<file path="src/rtl/clk_mon_pkg.sv">
// clk_mon_pkg: state encoding and 48 MHz / 10 MHz defaults for clk_lock_monitor
package clk_mon_pkg;
  typedef enum logic [2:0] {
    WAIT_LOCK = 3'd0,
    SETTLE    = 3'd1,
    MEASURE   = 3'd2,
    RUN       = 3'd3,
    FAULT     = 3'd4
  } state_e;
  localparam int DEF_SETTLE_CYCLES = 4800;
  localparam int DEF_WINDOW        = 4800;
  localparam int DEF_ENC_MIN       = 990;
  localparam int DEF_ENC_MAX       = 1010;
endpackage

</file>
<file path="src/rtl/cdc_sync_bit.sv">
// cdc_sync_bit: N-flop single-bit synchroniser with optional rising-edge detect
module cdc_sync_bit #(
  parameter int N    = 2,
  parameter bit EDGE = 1'b0
) (
  input  logic clk_i,
  input  logic rst_i,
  input  logic d_i,
  output logic q_o,
  output logic rise_o
);
  logic [N-1:0] s_q;
  // shift the asynchronous input through the flop chain
  always_ff @(posedge clk_i or posedge rst_i)
    if (rst_i) s_q <= '0;
    else s_q <= {s_q[N-2:0], d_i};
  assign q_o    = s_q[N-1];
  assign rise_o = EDGE ? s_q[N-2] & ~s_q[N-1] : 1'b0;
endmodule

</file>
<file path="src/rtl/clk_lock_monitor.sv">
// clk_lock_monitor: gates ADC readout reset on DCM lock and ADC_ENC frequency check
module clk_lock_monitor
  import clk_mon_pkg::*;
#(
  parameter int SETTLE_CYCLES = DEF_SETTLE_CYCLES,
  parameter int WINDOW        = DEF_WINDOW,
  parameter int ENC_MIN       = DEF_ENC_MIN,
  parameter int ENC_MAX       = DEF_ENC_MAX,
  parameter int CNT_W         = 16
) (
  input  logic             BUS_CLK,
  input  logic             BUS_RST,
  input  logic             LOCKED,
  input  logic             ADC_ENC,
  input  logic             CLR_CNT,
  output logic             ADC_RST,
  output logic             CLK_OK,
  output logic [15:0]      ENC_COUNT,
  output logic [CNT_W-1:0] LOSS_COUNT,
  output logic [2:0]       STATE
);
  localparam int TMAX = SETTLE_CYCLES > WINDOW ? SETTLE_CYCLES : WINDOW;
  localparam int TW = $clog2(TMAX + 1);
  localparam logic [TW-1:0] SETTLE_LAST = TW'(SETTLE_CYCLES - 1);
  localparam logic [TW-1:0] WIN_LAST = TW'(WINDOW - 1);
  localparam logic [15:0] EMIN = 16'(ENC_MIN);
  localparam logic [15:0] EMAX = 16'(ENC_MAX);
  logic lk_s, enc_edge, lk_rise_unused;
  state_e state_q, state_d;
  logic [TW-1:0] timer_q, timer_d;
  logic [15:0] edges_q, edges_d, edges_inc, enc_q, enc_d;
  logic [CNT_W-1:0] loss_q, loss_d;
  logic adc_rst_q, clk_ok_q, win, win_end, in_range, lock_loss;
  cdc_sync_bit #(.N(2), .EDGE(1'b0)) u_lock_sync (
    .clk_i(BUS_CLK), .rst_i(BUS_RST), .d_i(LOCKED), .q_o(lk_s), .rise_o(lk_rise_unused)
  );
  logic enc_q_unused;
  cdc_sync_bit #(.N(3), .EDGE(1'b1)) u_enc_sync (
    .clk_i(BUS_CLK), .rst_i(BUS_RST), .d_i(ADC_ENC), .q_o(enc_q_unused), .rise_o(enc_edge)
  );
  // next state, window timing, edge counting and lock-loss bookkeeping
  always_comb begin
    win       = state_q inside {MEASURE, RUN, FAULT};
    win_end   = win && timer_q == WIN_LAST;
    edges_inc = edges_q == '1 ? edges_q : edges_q + 16'(enc_edge);
    in_range  = edges_inc >= EMIN && edges_inc <= EMAX;
    lock_loss = state_q != WAIT_LOCK && !lk_s;
    state_d   = state_q;
    timer_d   = '0;
    edges_d   = '0;
    enc_d     = win_end ? edges_inc : enc_q;
    if (win) begin
      timer_d = win_end ? '0 : timer_q + TW'(1);
      edges_d = win_end ? '0 : edges_inc;
    end
    unique case (state_q)
      WAIT_LOCK: state_d = lk_s ? SETTLE : WAIT_LOCK;
      SETTLE: begin
        timer_d = timer_q == SETTLE_LAST ? '0 : timer_q + TW'(1);
        state_d = timer_q == SETTLE_LAST ? MEASURE : SETTLE;
      end
      MEASURE: state_d = win_end ? (in_range ? RUN : FAULT) : MEASURE;
      RUN:     state_d = win_end && !in_range ? FAULT : RUN;
      FAULT:   state_d = win_end && in_range ? SETTLE : FAULT;
      default: state_d = WAIT_LOCK;
    endcase
    if (lock_loss) begin
      state_d = WAIT_LOCK;
      timer_d = '0;
      edges_d = '0;
    end
    loss_d = CLR_CNT ? '0 : lock_loss && loss_q != '1 ? loss_q + CNT_W'(1) : loss_q;
  end
  // state, counters and registered outputs
  always_ff @(posedge BUS_CLK or posedge BUS_RST)
    if (BUS_RST) begin
      state_q   <= WAIT_LOCK;
      timer_q   <= '0;
      edges_q   <= '0;
      enc_q     <= '0;
      loss_q    <= '0;
      adc_rst_q <= 1'b1;
      clk_ok_q  <= 1'b0;
    end else begin
      state_q   <= state_d;
      timer_q   <= timer_d;
      edges_q   <= edges_d;
      enc_q     <= enc_d;
      loss_q    <= loss_d;
      adc_rst_q <= state_d != RUN;
      clk_ok_q  <= state_d == RUN;
    end
  assign STATE      = state_q;
  assign ADC_RST    = adc_rst_q;
  assign CLK_OK     = clk_ok_q;
  assign ENC_COUNT  = enc_q;
  assign LOSS_COUNT = loss_q;
endmodule

</file>
<file path="config.mk">
export PLATFORM = sky130hd
export DESIGN_NAME = clk_lock_monitor
export DESIGN_NICKNAME = d
export VERILOG_FILES = /design/src/rtl/clk_mon_pkg.sv /design/src/rtl/cdc_sync_bit.sv /design/src/rtl/clk_lock_monitor.sv
export SDC_FILE = /design/constraint.sdc
export NUM_CORES = 1
export LEC_CHECK = 0
export BUFFER_PORTS_ARGS = -buffer_cell sky130_fd_sc_hd__clkbuf_2
export CAP_MARGIN = 20
export CORE_ASPECT_RATIO = 1.1
export CORE_MARGIN = 2
export CORE_UTILIZATION = 55
export DETAILED_ROUTE_END_ITERATION = 10
export PLACE_DENSITY = 0.76
export SYNTH_ARGS = -nofsm -noshare
export SYNTH_HDL_FRONTEND = slang
export SYNTH_SLANG_ARGS = --single-unit
</file>
<file path="constraint.sdc">
create_clock -name BUS_CLK -period 3.1 [get_ports BUS_CLK]
set_input_delay 0.31 -clock BUS_CLK [delete_from_list [all_inputs] [get_ports BUS_CLK]]
set_output_delay 0.31 -clock BUS_CLK [all_outputs]
set_load 0.02 [all_outputs]
</file>
==> results.sh <==
export IMPL_clk_pin_slew_ns=0.07
export IMPL_crit_path_max_incr_delay_ns=0.50
export IMPL_h_tree_depth=3
export IMPL_cts_hold_buf=1
export IMPL_ant_nets=0
export IMPL_drt_initial_drc_count=142
export IMPL_setup_violations_final=0
export IMPL_post_route_period_util_pct=86.5
export IMPL_synth_edf_count=0
export IMPL_status="finished clean"
export IMPL_tns_ns=0
export IMPL_portBuffers=41
export IMPL_synthTopCellsByCount="70 x dfrtp_1, 64 x nor2_1, 28 x nand2_1"
export IMPL_cts_tree="built"
export IMPL_drv_slew=0
export IMPL_tightest_slew_ns=0.754
export IMPL_ir_drop_v=0.000239
export IMPL_ys_warn_count=0
export IMPL_ys_async_sr_fraction_pct=100
export IMPL_grt_pass1_vias=2570
export IMPL_slowest_stage="or3_2"
export IMPL_drive_above_1_share_pct=17.5
export IMPL_clockBufferDepth=2
export IMPL_hold_viol=0
export IMPL_maxCapViolations=0
export IMPL_yosys_cell_types_count=54
export IMPL_ys_ff_latch=71
export IMPL_p_comb_share_pct=3.0
export IMPL_vias_per_cell=5.63
export IMPL_hold_class="in -> reg"
export IMPL_startpoint_type="flop"
export IMPL_setup_ws_ns=0.419
export IMPL_core_area_sq_um=6190
export IMPL_first_pass_iters=4
export IMPL_cts_sinks=71
export IMPL_p_clk_share_pct=41.7
export IMPL_cellLeakagePower_nw=1.76
export IMPL_num_antenna_cells=0
export IMPL_place_hpwl_microns=4940
export IMPL_fp_dieH_microns=88.1
export IMPL_start_util_pct=57.1
export IMPL_dp_cells=485
export IMPL_hold_ws_ns=0.0796
export IMPL_synth_top_area_cell="dfrtp_1"
export IMPL_path_common_cell="and4_1"
export IMPL_synth_net_count=385
export IMPL_power_density_nw_per_um2=428
export IMPL_swShare_pct=21.5
export IMPL_cts_setup_buffers=0
export IMPL_pin_count=42
export IMPL_period_needed_ns=2.68
export IMPL_crit_chain="nor2b_1 > ha_1 > and4_1 > nand4_1 > or3_2 > and2_1 > and4_1 > a41oi_1 > o22ai_1"
export IMPL_cts_buffers=9
export IMPL_grt_start_max_net_pins=48
export IMPL_syn2layout_area_growth_pct=12.5
export IMPL_maxSlewHeadroom_pct=49.4
export IMPL_seq_power_share_pct=55.2
export IMPL_place_ws_ns=0.452
export IMPL_fill_cells=531
export IMPL_gp_congestion=0.915
export IMPL_synth_top_cell_area_share_pct=49.5
export IMPL_fp_dieArea_sq_um=7090
export IMPL_die_x_microns=80.5
export IMPL_synth_ff_type="dfrtp_1"
export IMPL_switchingPower_uw=366
export IMPL_drt_wirelength_per_cell_microns=14.0
export IMPL_syn_inst=376
export IMPL_grt_antenna_before_repair=0
export IMPL_required_ns=3.30
export IMPL_max_freq_ghz=0.373
export IMPL_fin_cells=502
export IMPL_critPathKind="reg -> reg"
export IMPL_synthTopCellsByArea="dfrtp_1 50%, nor2_1 6.8%, xnor2_1 4.5%"
export IMPL_vias=2824
export IMPL_multi_input_area_sq_um=1620
export IMPL_rsz0062_at_grt="false"
export IMPL_synth_seq_area_share_pct=50.3
export IMPL_power_internal_mw=1.34
export IMPL_track_usage_pct=21.3
export IMPL_grt_pass1_wl_microns=11700
export IMPL_num_rows=30
export IMPL_crit_arrival_ns=2.88
export IMPL_crit_path_end_kind="flop"
export IMPL_synth_area_sq_um=3540
export IMPL_wirelength_microns=7010
export IMPL_drc=0
export IMPL_worstSkewPairLatency_ns=0.34
export IMPL_post_synth_top_count_cell="dfrtp_1"
export IMPL_cts_root_buf="clkbuf_8"
export IMPL_fin_skew_ns=0.0127
export IMPL_overflow=0
export IMPL_syn_area_per_cell_sq_um=9.40
export IMPL_seq_area_sq_um=1780
export IMPL_final_nets=426
export IMPL_critPathMaxFanout=10
export IMPL_postCtsResizedCells=0
## per-stage QoR
step | instance area [sq um] | utilization, % | total power [mW]
final | 3980 | 64.2 | 1.70
after global routing | 3980 | 64.2 | 1.77
after floorplan | 3540 | - | 0.994
after detailed placement | 3780 | 61.0 | 1.01
after CTS | 3980 | 64.2 | 1.72
after global placement | 3780 | 61.0 | 1.01
## cell type report
type,instances,area share (%)
inverter,15,1.42
clock inverter,4,1.13
multi-input combinational,275,40.6
tap,80,2.52
timing repair buffer,45,5.98
clock buffer,12,3.65
sequential,71,44.7
## layer usage
metal / routed length, microns / track usage (%)
met2: 3220 / 33.3
met3: 293 / 3.81
met5: 0 / 0
met1: 3340 / 28.6
met4: 156 / 10.8
## registers in the layout (all words and copies together) (netlist names)
name	cells
ADC_RST	1
timer_q	13
ENC_COUNT	16
CLK_OK	1
edges_q	16
LOSS_COUNT	16
u_enc_sync.s_q	3
u_lock_sync.s_q	2
STATE	3
## critical path: cells and delay by family (launching register included)
family / cells / cell delay [ns]
simple gates: 6 / 1.55
fa+ha+maj: 1 / 0.33
compound gates: 2 / 0.33
flops: 1 / 0.34
## path summary, 6_finish.rpt
check | start | end | slack [ns] | cells past startpoint
hold reg to reg | u_lock_sync.s_q[0] | u_lock_sync.s_q[1] | 0.35 | 0
setup reg to reg | u_enc_sync.s_q[1] | STATE[1] | 0.42 | 9
min in group asynchronous | BUS_RST | timer_q[8] | 0.56 | 4
hold / removal | ADC_ENC | u_enc_sync.s_q[0] | 0.08 | 1
setup / recovery | u_enc_sync.s_q[1] | STATE[1] | 0.42 | 9
max in group asynchronous | BUS_RST | ENC_COUNT[12] | 2.05 | 4
## cells in the final DEF, fill, tap and decap left out, drive strengths merged, types with 3 or more instances in the layout
cell type | synthesis | layout
and2 | 3 | 3
buf | 10 | 3
nand4 | 11 | 11
nand3 | 20 | 20
ha | 4 | 4
a31oi | 3 | 3
o21ai | 25 | 25
nor2 | 64 | 64
or4 | 3 | 3
mux2i | 4 | 4
or3 | 7 | 7
and4 | 8 | 8
nand2 | 28 | 28
clkinv | 0 | 3
a21o | 3 | 3
xnor2 | 18 | 18
nor4 | 5 | 5
and3 | 5 | 5
a21oi | 22 | 22
dfrtp | 70 | 70
inv | 15 | 15
clkbuf | 5 | 53
nor3 | 8 | 8
xor2 | 8 | 8
## power groups by stage
stage	registers [mW]	logic [mW]	clock network [mW]
global placement	0.958	0.0515	0
CTS	0.940	0.0538	0.730
global route	0.941	0.0598	0.773
floorplan	0.958	0.0351	0
finish	0.940	0.0517	0.711
detailed placement	0.958	0.0526	0
## logic make-up after synthesis
group,after synthesis,synth area share (%)
compound gates,69,11.8
flops,71,50.3
simple gates,171,24.4
xor+xnor,26,6.65
buf+inv,30,4.03
fa+ha+maj,4,1.42
mux,5,1.45
No activity file was read; power rests on OpenSTA's default activity.
